File: config.mk
export PLATFORM = sky130hd
export DESIGN_NAME = dw_conv_scheduler
export DESIGN_NICKNAME = d
export VERILOG_FILES = /design/src/rtl/dw_conv_scheduler.sv
export SDC_FILE = /design/constraint.sdc
export NUM_CORES = 1
export LEC_CHECK = 0
export BUFFER_PORTS_ARGS = -buffer_cell sky130_fd_sc_hd__buf_4
export CAP_MARGIN = 15
export CORE_MARGIN = 2
export CORE_UTILIZATION = 55
export CTS_CLUSTER_DIAMETER = 60
export DETAILED_ROUTE_END_ITERATION = 7
export GPL_ROUTABILITY_DRIVEN = 0
export GPL_TIMING_DRIVEN = 0
export MAX_ROUTING_LAYER = met4
export PLACE_DENSITY = 0.77
export SETUP_SLACK_MARGIN = 0.3
export SYNTH_ARGS = -nofsm -noshare
export SYNTH_HDL_FRONTEND = slang
export SYNTH_SLANG_ARGS = --single-unit
File: constraint.sdc
create_clock -name clk -period 2.94 [get_ports clk]
set_clock_uncertainty 0.1 [all_clocks]
set_input_delay 0.294 -clock clk [delete_from_list [all_inputs] [get_ports clk]]
set_output_delay 0.294 -clock clk [all_outputs]
set_load 0.02 [all_outputs]
File: src/rtl/dw_conv_scheduler.sv
// Sequences a CxHxW feature map (row, column, channel order) through the depthwise
// engine handshake and counts results. Define DW_SCHED_TIMEOUT_EN to add a drain watchdog.
module dw_conv_scheduler #(
    parameter int DATA_WIDTH     = 16,
    parameter int ADDR_W         = 18,
    parameter int CNT_W          = 24,
    parameter int TIMEOUT_CYCLES = 1024
) (
    input  logic                  clk,
    input  logic                  rst_n,
    input  logic                  start,
    input  logic [7:0]            cfg_channels,
    input  logic [7:0]            cfg_height,
    input  logic [7:0]            cfg_width,
    output logic                  busy,
    output logic                  done,
    output logic                  err,
    output logic                  buf_rd_en,
    output logic [ADDR_W-1:0]     buf_rd_addr,
    input  logic [DATA_WIDTH-1:0] buf_rd_data,
    output logic                  eng_valid,
    output logic [DATA_WIDTH-1:0] eng_data,
    output logic [7:0]            eng_channel,
    output logic [7:0]            eng_row,
    output logic [7:0]            eng_col,
    input  logic                  eng_ready,
    input  logic                  eng_out_valid
);

    typedef enum logic [2:0] {S_IDLE, S_READ, S_CAPTURE, S_ISSUE, S_DRAIN, S_DONE} state_t;

    state_t                  state_q, state_d;
    logic [7:0]              cfg_c_q, cfg_c_d, cfg_h_q, cfg_h_d, cfg_w_q, cfg_w_d;
    logic [7:0]              ch_q, ch_d, row_q, row_d, col_q, col_d;
    logic [ADDR_W-1:0]       addr_q, addr_d;
    logic [CNT_W-1:0]        total_q, total_d, out_cnt_q, out_cnt_d;
    logic                    busy_q, busy_d, done_q, done_d, err_q, err_d;
    logic                    rd_en_q, rd_en_d, eng_valid_q, eng_valid_d;
    logic [DATA_WIDTH-1:0]   eng_data_q, eng_data_d;
    logic [7:0]              eng_ch_q, eng_ch_d, eng_row_q, eng_row_d, eng_col_q, eng_col_d;
    logic                    last_pix;
`ifdef DW_SCHED_TIMEOUT_EN
    localparam int WD_W = $clog2(TIMEOUT_CYCLES + 1);
    logic [WD_W-1:0]         wd_q, wd_d;
`endif

    always_comb begin
        state_d     = state_q;
        cfg_c_d     = cfg_c_q;
        cfg_h_d     = cfg_h_q;
        cfg_w_d     = cfg_w_q;
        ch_d        = ch_q;
        row_d       = row_q;
        col_d       = col_q;
        addr_d      = addr_q;
        total_d     = total_q;
        out_cnt_d   = out_cnt_q;
        busy_d      = busy_q;
        done_d      = 1'b0;
        err_d       = err_q;
        rd_en_d     = 1'b0;
        eng_valid_d = eng_valid_q;
        eng_data_d  = eng_data_q;
        eng_ch_d    = eng_ch_q;
        eng_row_d   = eng_row_q;
        eng_col_d   = eng_col_q;
`ifdef DW_SCHED_TIMEOUT_EN
        wd_d        = wd_q;
`endif
        last_pix = (ch_q == cfg_c_q - 8'd1) && (col_q == cfg_w_q - 8'd1) &&
                   (row_q == cfg_h_q - 8'd1);

        // Results are counted in every busy state, independent of the issue side.
        if (busy_q && eng_out_valid) begin
            if (out_cnt_q == total_q) begin
                err_d = 1'b1;
            end else begin
                out_cnt_d = out_cnt_q + CNT_W'(1);
            end
        end

        case (state_q)
            S_IDLE: begin
                if (start) begin
                    cfg_c_d   = cfg_channels;
                    cfg_h_d   = cfg_height;
                    cfg_w_d   = cfg_width;
                    total_d   = CNT_W'(cfg_channels) * CNT_W'(cfg_height) * CNT_W'(cfg_width);
                    out_cnt_d = '0;
                    ch_d      = '0;
                    row_d     = '0;
                    col_d     = '0;
                    addr_d    = '0;
                    busy_d    = 1'b1;
                    err_d     = 1'b0;
`ifdef DW_SCHED_TIMEOUT_EN
                    wd_d      = '0;
`endif
                    if (cfg_channels == 8'd0 || cfg_height == 8'd0 || cfg_width == 8'd0) begin
                        err_d   = 1'b1;
                        done_d  = 1'b1;
                        state_d = S_DONE;
                    end else begin
                        rd_en_d = 1'b1;
                        state_d = S_READ;
                    end
                end
            end
            S_READ: begin
                state_d = S_CAPTURE;
            end
            S_CAPTURE: begin
                eng_data_d  = buf_rd_data;
                eng_ch_d    = ch_q;
                eng_row_d   = row_q;
                eng_col_d   = col_q;
                eng_valid_d = 1'b1;
                state_d     = S_ISSUE;
            end
            S_ISSUE: begin
                if (eng_ready) begin
                    eng_valid_d = 1'b0;
                    addr_d      = addr_q + ADDR_W'(1);
                    if (ch_q == cfg_c_q - 8'd1) begin
                        ch_d = '0;
                        if (col_q == cfg_w_q - 8'd1) begin
                            col_d = '0;
                            row_d = row_q + 8'd1;
                        end else begin
                            col_d = col_q + 8'd1;
                        end
                    end else begin
                        ch_d = ch_q + 8'd1;
                    end
                    if (last_pix) begin
                        state_d = S_DRAIN;
                    end else begin
                        rd_en_d = 1'b1;
                        state_d = S_READ;
                    end
                end
            end
            S_DRAIN: begin
`ifdef DW_SCHED_TIMEOUT_EN
                wd_d = eng_out_valid ? '0 : wd_q + WD_W'(1);
`endif
                if (out_cnt_q == total_q) begin
                    done_d  = 1'b1;
                    state_d = S_DONE;
                end
`ifdef DW_SCHED_TIMEOUT_EN
                else if (!eng_out_valid && wd_q == WD_W'(TIMEOUT_CYCLES - 1)) begin
                    err_d   = 1'b1;
                    done_d  = 1'b1;
                    state_d = S_DONE;
                end
`endif
            end
            S_DONE: begin
                busy_d  = 1'b0;
                state_d = S_IDLE;
            end
            default: state_d = S_IDLE;
        endcase
    end

    always_ff @(posedge clk or negedge rst_n) begin
        if (!rst_n) begin
            state_q     <= S_IDLE;
            cfg_c_q     <= '0;
            cfg_h_q     <= '0;
            cfg_w_q     <= '0;
            ch_q        <= '0;
            row_q       <= '0;
            col_q       <= '0;
            addr_q      <= '0;
            total_q     <= '0;
            out_cnt_q   <= '0;
            busy_q      <= 1'b0;
            done_q      <= 1'b0;
            err_q       <= 1'b0;
            rd_en_q     <= 1'b0;
            eng_valid_q <= 1'b0;
            eng_data_q  <= '0;
            eng_ch_q    <= '0;
            eng_row_q   <= '0;
            eng_col_q   <= '0;
`ifdef DW_SCHED_TIMEOUT_EN
            wd_q        <= '0;
`endif
        end else begin
            state_q     <= state_d;
            cfg_c_q     <= cfg_c_d;
            cfg_h_q     <= cfg_h_d;
            cfg_w_q     <= cfg_w_d;
            ch_q        <= ch_d;
            row_q       <= row_d;
            col_q       <= col_d;
            addr_q      <= addr_d;
            total_q     <= total_d;
            out_cnt_q   <= out_cnt_d;
            busy_q      <= busy_d;
            done_q      <= done_d;
            err_q       <= err_d;
            rd_en_q     <= rd_en_d;
            eng_valid_q <= eng_valid_d;
            eng_data_q  <= eng_data_d;
            eng_ch_q    <= eng_ch_d;
            eng_row_q   <= eng_row_d;
            eng_col_q   <= eng_col_d;
`ifdef DW_SCHED_TIMEOUT_EN
            wd_q        <= wd_d;
`endif
        end
    end

    assign busy        = busy_q;
    assign done        = done_q;
    assign err         = err_q;
    assign buf_rd_en   = rd_en_q;
    assign buf_rd_addr = addr_q;
    assign eng_valid   = eng_valid_q;
    assign eng_data    = eng_data_q;
    assign eng_channel = eng_ch_q;
    assign eng_row     = eng_row_q;
    assign eng_col     = eng_col_q;

endmodule
After elaboration in Yosys (flattened, before gate mapping)
Cells that the tools add are included.
Storage, ports and cells
  word-level logic and storage cells: 104
  bits in registers: 162
  input bits: 45
  output and inout bits: 63
Cells by class
  equal/unequal tests: 14
  muxes and demuxes: 42
  reductions and logical operators: 19
  $add $sub $neg: 8
  multiply operators: 2
Operators with widths (count)
  $mux 24: 4
  $mux 8: 9
  $pmux 8 s2: 3
  $mux 18: 2
  $pmux 18 s2: 1
  $add 24x1->24 const B: 1
  $add 8x1->8 const B: 3
  $eq 24x24->1: 1
  $eq 8x8->1: 3
  $logic_not 8->1: 3
  $mul 16x8->24: 1
  $sub 8x1->8 const B: 3
  $add 18x1->18 const B: 1
  $mul 8x8->16: 1
  $mux 3: 5
  $pmux 3 s5: 1
  $mux 1: 13
  $ne 2x2->1 const B: 5
  $pmux 1 s2: 4
  $eq 3x2->1 const B: 2
  $eq 3x3->1 const B: 2
  $reduce_and 2->1: 3
  $reduce_and 3->1: 2
  $reduce_bool 2->1: 3
  other kinds (6): 9

Logic depth before layout (Yosys ltp)
Gate-level depths: netlist of run 1.
  depth in word-level cells: 7
  mapped depth: 33
  gate-level depth less buffers: 32

Worst setup path after synthesis of run 1
OpenSTA, ideal clock, no wires.
  path type: input -> register
  start point: input cfg_height[7]
  end point: register total_q[21]
  setup time: 0.095 ns
  path slack: -4.989 ns
  arrival time: 7.733 ns
  buffers on the path: 1
  stages on the path: 27
  required time: 2.745 ns
  cells stage by stage: clkbuf_1 -> nand2_1 -> fa_1 -> fa_1 -> fa_1 -> fa_1 -> inv_1 -> ha_1 -> a2111oi_0 -> o21ai_0 -> o31ai_1 -> xnor2_1 -> nand2_1 -> fa_1 -> inv_1 -> fa_1 -> fa_1 -> inv_1 -> fa_1 -> inv_1 -> ha_1 -> a21o_1 -> a21o_1 -> a21oi_1 -> nor2_1 -> o31a_1 -> o31ai_1
On the way
  longest elaborated chain between the ends: 2
RTL lines
  start: declaration: RTL line 13  | input logic [7:0] cfg_height,
  $mul 8x8->16: RTL line 88  | total_d = CNT_W'(cfg_channels) * CNT_W'(cfg_height) * CNT_W'(cfg_width);
  $mul 16x8->24: RTL line 88
  end signal: assignment: RTL line 200  | total_q <= total_d;
  end: declaration: RTL line 36  | logic [CNT_W-1:0] total_q, total_d, out_cnt_q, out_cnt_d;
No other way between the ends.
A chain may end at the register's enable or synchronous reset.

Final worst setup path of run 1
  start point: input cfg_channels[0]
  end point: register total_q[21]
On the way
  longest elaborated chain between the ends: 2
RTL lines
  start: declaration: RTL line 12  | input logic [7:0] cfg_channels,
  $mul 8x8->16: RTL line 88
  $mul 16x8->24: RTL line 88
No other way between the ends.

==> results.toml, run 1 <==
[outcome]
status = "complete, but fails checks"
violations = "negative setup slack"

[sta]
rsz0062_at_grt = "yes"
relSlewSlack_pct = 51.1
worst_slew_pin_slew_ns = 0.733
fmax_mhz = 138
period_share_pct = 246
finalHoldViolations = 0
drv_slew = 0
setup-tns-final_ns = -71.48
period_needed_ns = 7.22
finalSetupViolCount = 23
finalWorstSetupSlack_ns = -4.28

[layout]
n_fill_cell = 1766
area_delta_synth_final_pct = 30.0
nets = 1978
seqCellArea_um2 = 4050
fin_area_um2 = 18100
fin_util_pct = 72.4
multi_input_area_um2 = 10200
antenna_cells = 0
drive_gt1_share_pct = 27.7

[setup_path]
cp-start-kind = "input port"
cp.required_ns = 3.15
crit_path_end_kind = "register"
cp_max_fo = 6
path_class = "in2reg"
slowest_stage = "fa_1"
cp_common_cell = "fa_1"
cp_data_arrival_time_ns = 7.43
r2r_cells = 10
cpPeakStageDelay_ns = 0.54

[synthesis]
avgSynthCellArea_um2 = 9.20
synthFlopType = "dfrtp_1"
syn_nets = 1764
synth.top_cells.by_area = "dfrtp_1 29%, fa_1 17%, ha_1 7.9%, nand2_1 5.7%, inv_1 4.9%"
async_reset_ff_share_pct = 100
netlist.area_leader.share_pct = 29.2
synth_edf_count = 0
synth_seq_area_share_pct = 29.2
ys_ff_latch = 162
syn_area_um2 = 13900
yosysWarnings = 0
synth_top_area_cell = "dfrtp_1"
postSynthCellCount = 1511
ys_types = 57

[drt]
first_iter_violations = 957
dr.pass1.iters = 5
wl_per_cell_um = 17.8
ant_nets = 0
via_per_inst = 5.71
vias = 11800
drc = 0
drt_wl_total_um = 36800

[hold_path]
min_path_type = "in2reg"
holdPathStages = 3

[place]
portBuffers = 94
placed_area_um2 = 15800
hpwlAfterDp_um = 25400

[cts]
htreeDepth = 4
cts_tree = "yes"
path_clk_slew_ns = 0.08
clk_latency_ns = 0.44
root_buffer = "clkbuf_16"
clock-sinks = 162
cts_buffers = 17
cts_max_path_buffers = 2

[global_route]
grt_pass1_vias = 11900
grt_pass1_wl_um = 57900
grt_max_degree = 101
antenna_found_initial = 0
grt.total_usage_pct = 28.1
gr-total-overflow = 0

[die]
core.rowCount = 58
die_y_um = 163
core_area_um2 = 25000
start_util_pct = 55.7
pin_count = 108
die_w_um = 163
die_area_um2 = 26600

[flow_run]
max-cap-violations = 0
## per-stage QoR
stage	worst slack, ns	std cells	hold WS [ns]
floorplan	-4.17	1511	-0.102
global placement	-4.75	1935	0.361
detailed placement	-4.84	1936	0.212
CTS	-4.16	2043	0.00360
global route	-4.50	2068	0.0102
finish	-4.28	2068	0.00493
## state kept, by name, indices dropped and copies added, names as in the netlist, 3 cells and up
signal / count
cfg_c_q: 8
out_cnt_q: 24
cfg_h_q: 8
eng_data: 16
state_q: 3
eng_row: 8
row_q: 8
total_q: 24
eng_col: 8
ch_q: 8
eng_channel: 8
cfg_w_q: 8
buf_rd_addr: 18
col_q: 8
## synth_stat cells (all sizes together), types with 3 or more instances
master,number
or2,3
a211oi,4
fa,120
nor2,84
nor4,15
o2111ai,3
and4,9
ha,88
a21oi,40
dfrtp,162
inv,180
nor3,15
a31o,3
nand2,211
and2,92
o211ai,4
a21o,17
or3b,4
o31ai,7
or3,11
o32ai,3
xnor2,48
xor2,74
mux2,42
o21a,7
nor2b,11
o21ai,64
nand4,23
clkbuf,47
nand3b,3
and3,23
nor3b,9
nand2b,14
buf,6
a31oi,5
nand3,36
## cell usage in the layout (no fill, tap or decap), types with 7 or more instances in the layout
| cell | count |
|---|---|
| and3_1 | 23 |
| buf_4 | 155 |
| o21ai_0 | 35 |
| clkbuf_1 | 23 |
| a21oi_1 | 23 |
| nand3_1 | 35 |
| clkbuf_16 | 27 |
| xnor2_1 | 42 |
| dfrtp_1 | 162 |
| nand2_2 | 20 |
| mux2_2 | 41 |
| dlygate4sd3_1 | 18 |
| nor3_1 | 11 |
| xor2_1 | 68 |
| nand4_1 | 23 |
| nor2_2 | 9 |
| inv_2 | 23 |
| nor2b_1 | 8 |
| buf_6 | 20 |
| clkbuf_2 | 7 |
| a21oi_2 | 13 |
| or3_1 | 9 |
| nor4_1 | 14 |
| nand2b_1 | 12 |
| nand2_1 | 187 |
| fa_1 | 115 |
| ha_1 | 51 |
| and2_4 | 11 |
| and4_1 | 9 |
| o21ai_1 | 17 |
| and2_1 | 81 |
| inv_1 | 157 |
| o21ai_2 | 9 |
| nor2_1 | 73 |
| a21o_1 | 16 |
| ha_4 | 34 |
## logic make-up after synthesis
kind of cell | count (synthesis) | share of synthesized area [%]
simple gates | 567 | 20.2
buf+inv | 233 | 6.36
fa+ha+maj | 208 | 25.2
compound gates | 175 | 7.79
flops | 162 | 29.2
xor+xnor | 122 | 7.69
mux | 44 | 3.55
## metal layers
layer / wire (µm) / vias up / GRT usage [%]
met3: 2130 / 77 / 3.72
met1: 15600 / 5961 / 36.6
li1: - / 5365 / -
met5: 0 / - / -
met2: 18200 / 413 / 46.1
met4: 882 / 0 / 8.57
## area by class of cell
| type | instances | area share [%] |
|---|---|---|
| inverters | 180 | 3.74 |
| flip-flops and latches | 162 | 22.4 |
| clock buffers | 18 | 2.43 |
| well taps | 330 | 2.29 |
| plain buffers | 53 | 2.84 |
| multi-input cells | 1116 | 56.4 |
| repair buffers | 195 | 8.98 |
| clock inverters | 14 | 0.873 |
## worst max-delay path: cells and delay by family
kind                     cells  cell delay (ns)
AO/OA/AOI/OAI                9             1.73
XOR/XNOR                     1             0.20
adder cells (fa/ha/maj)     10             3.89
buffers and inverters        6             0.59
AND/OR/NAND/NOR              4             0.73
## worst paths after layout
check	from	to	slack (ns)
max reg2reg	cfg_c_q[1]$_DFFE_PN0P_	buf_rd_en$_DFF_PN0_	-0.05
max	cfg_channels[0]	total_q[21]$_DFFE_PN0P_	-4.28
min	cfg_height[3]	cfg_h_q[3]$_DFFE_PN0P_	0.005
min in group asynchronous	rst_n	total_q[15]$_DFFE_PN0P_	0.30
max in group asynchronous	rst_n	eng_channel[3]$_DFFE_PN0P_	1.53
min reg2reg	eng_valid$_DFFE_PN0P_	eng_valid$_DFFE_PN0P_	0.40
## timing repair
item | CTS | global route
resized for setup | 120 | 87
pin swaps | 91 | 68
hold buffers | 18 | 0
setup endpoints to repair | 95 | 116
setup buffers | 56 | 24
cloned | 1 | 1
endpoints found under the hold margin | 79 | 0
Power of run 1 is left out: the tool's default activity adds up to more than one toggle a clock period on the data nets, which glitch-free logic cannot reach.
==> inputs of run 2 (changes only) <==
--- a/config.mk
+++ b/config.mk
@@ -8,13 +8,13 @@
 export BUFFER_PORTS_ARGS = -buffer_cell sky130_fd_sc_hd__buf_4
 export CAP_MARGIN = 15
 export CORE_MARGIN = 2
-export CORE_UTILIZATION = 55
+export CORE_UTILIZATION = 45
 export CTS_CLUSTER_DIAMETER = 60
 export DETAILED_ROUTE_END_ITERATION = 7
 export GPL_ROUTABILITY_DRIVEN = 0
 export GPL_TIMING_DRIVEN = 0
 export MAX_ROUTING_LAYER = met4
-export PLACE_DENSITY = 0.77
+export PLACE_DENSITY = 0.65
 export SETUP_SLACK_MARGIN = 0.3
 export SYNTH_ARGS = -nofsm -noshare
 export SYNTH_HDL_FRONTEND = slang
==> run 2 against run 1 <==
Effect of this change: the run still ends with negative setup slack left; final area shrank 0.24%; worst setup slack gained 0.082 ns; sequential share of layout area grew 0.053 points; core utilization shrank 13 points; flip-flop and latch count is the same; via count shrank 3.8%; wire length shrank 3.6%; global-route usage shrank 5.6 points; critical path depth shrank 1; count of clock-buffer cells in the layout shrank 1; critical endpoint is now total_q[18]$_DFFE_PN0P_; largest cell class unchanged.
==> results.toml, run 2 (synthesis gave the netlist of run 1 again) <==
[setup_path]
slowest_stage = "fa_1"
crit_path_end_kind = "register"
cp_max_fo = 6
path_buf_inv = 6
cp-start-kind = "input port"
cp.required_ns = 3.16
cp_data_arrival_time_ns = 7.36
path_class = "in2reg"
cpPeakStageDelay_ns = 0.53
cp_common_cell = "fa_1"
cpLargestDelayFamily = "adder cells"

[sta]
setup-tns-final_ns = -71.10
finalWorstSetupSlack_ns = -4.20
relSlewSlack_pct = 53.5
drv_slew = 0
worst_slew_pin_slew_ns = 0.698
period_needed_ns = 7.14
finalSetupViolCount = 23
fmax_mhz = 140
finalHoldViolations = 0
rsz0062_at_grt = "yes"
period_share_pct = 243

[global_route]
grt.total_usage_pct = 22.5
grt_max_degree = 123
grt_pass1_vias = 11300
gr-total-overflow = 0
antenna_found_initial = 0
grt_pass1_wl_um = 58000

[hold_path]
min_path_type = "in2reg"

[cts]
root_buffer = "clkbuf_16"
cts_buffers = 17
cts_max_path_buffers = 2
cts_tree = "yes"
clock-sinks = 162
htreeDepth = 4
path_clk_slew_ns = 0.08
clk_latency_ns = 0.43

[layout]
area_delta_synth_final_pct = 29.7
layout_commonest_cell = "nand2_1"
antenna_cells = 0
n_fill_cell = 2616
drive_gt1_share_pct = 26.7
nets = 1969
layout_common_cells = "187 x nand2_1, 162 x dfrtp_1, 159 x inv_1"

[die]
core_area_um2 = 30500
start_util_pct = 45.5
core.rowCount = 64
die_area_um2 = 32300
pin_count = 108
die_y_um = 180
die_w_um = 180

[drt]
first_iter_violations = 683
wl_per_cell_um = 16.7
vias = 11400
dr.pass1.iters = 5
drt_wl_total_um = 35500
ant_nets = 0
drc = 0
via_per_inst = 5.35

[outcome]
violations = "negative setup slack"
status = "complete, but fails checks"

[place]
hpwlAfterDp_um = 26000
pre_cts_ws_ns = -4.91
portBuffers = 94

[flow_run]
max-cap-violations = 0
-- run 2: changes by cell type in the layout (fill, tap and decap cells not counted), moves of 5 or more --
cell	before	now
and2_4	11	5
and2_1	81	87
ha_1	51	57
ha_4	34	29
-- run 2: repair_timing --
| action | CTS | global route |
|---|---|---|
| setup endpoints to repair | 95 | 112 |
| endpoints found under the hold margin | 56 | 0 |
| buffers inserted | 47 | 27 |
| pin swaps | 97 | 64 |
| hold buffers | 17 | 0 |
| resized for setup | 113 | 87 |
-- run 2: layout make-up --
| type | count | area [µm²] | share of cell area [%] |
|---|---|---|---|
| buffer | 53 | 462 | 2.56 |
| clock buffer | 17 | 425 | 2.36 |
| clock inverter | 15 | 188 | 1.04 |
| inverter | 180 | 676 | 3.75 |
| multi-input combinational | 1116 | 10200 | 56.4 |
| sequential | 162 | 4050 | 22.5 |
| tap | 396 | 495 | 2.75 |
| timing repair buffer | 186 | 1550 | 8.60 |
-- run 2: worst register-to-register path, cell delays in order (launching register included) --
cell and delay [ns]:
dfrtp_1 0.39, inv_2 0.09, ha_4 0.18, nor2b_4 0.05
or3_1 0.34, a31o_1 0.19, or4_4 0.44, or3_4 0.39
buf_6 0.13, nand3b_1 0.28, a31o_2 0.27
-- run 2: final timing paths --
path,startpoint,end,slack [ns],cells past startpoint
min in group asynchronous,rst_n,total_q[21]$_DFFE_PN0P_,0.23,2
worst max register to register,cfg_c_q[1]$_DFFE_PN0P_,buf_rd_en$_DFF_PN0_,-0.04,10
worst min-delay path,cfg_height[3],cfg_h_q[3]$_DFFE_PN0P_,0.02,3
worst max-delay path,cfg_channels[0],total_q[18]$_DFFE_PN0P_,-4.20,29
max in group asynchronous,rst_n,cfg_h_q[6]$_DFFE_PN0P_,1.56,3
worst min register to register,eng_valid$_DFFE_PN0P_,eng_valid$_DFFE_PN0P_,0.40,1
-- run 2: metal layers --
| layer | routed length [µm] | track usage [%] | part of all wire [%] | vias to the layer above |
|---|---|---|---|---|
| met3 | 1370 | 2.37 | 3.9 | 31 |
| met4 | 400 | 5.04 | 1.1 | 0 |
| met2 | 17200 | 35.6 | 49 | 252 |
| met1 | 16500 | 31.5 | 46 | 5727 |
| li1 | - | - | - | 5352 |
| met5 | 0 | - | 0 | - |
-- run 2: metrics by stage --
stage | utilization (%) | instances | hold slack [ns] | area (µm²)
after floorplan | - | 1511 | -0.102 | 14600
after global placement | 51.9 | 2001 | 0.361 | 15800
after detailed placement | 52.0 | 2002 | 0.104 | 15900
after CTS | 57.5 | 2098 | 0.0132 | 17500
after global routing | 59.1 | 2125 | 0.0184 | 18000
final | 59.1 | 2125 | 0.0165 | 18000
Power of run 2 is left out for the same reason.
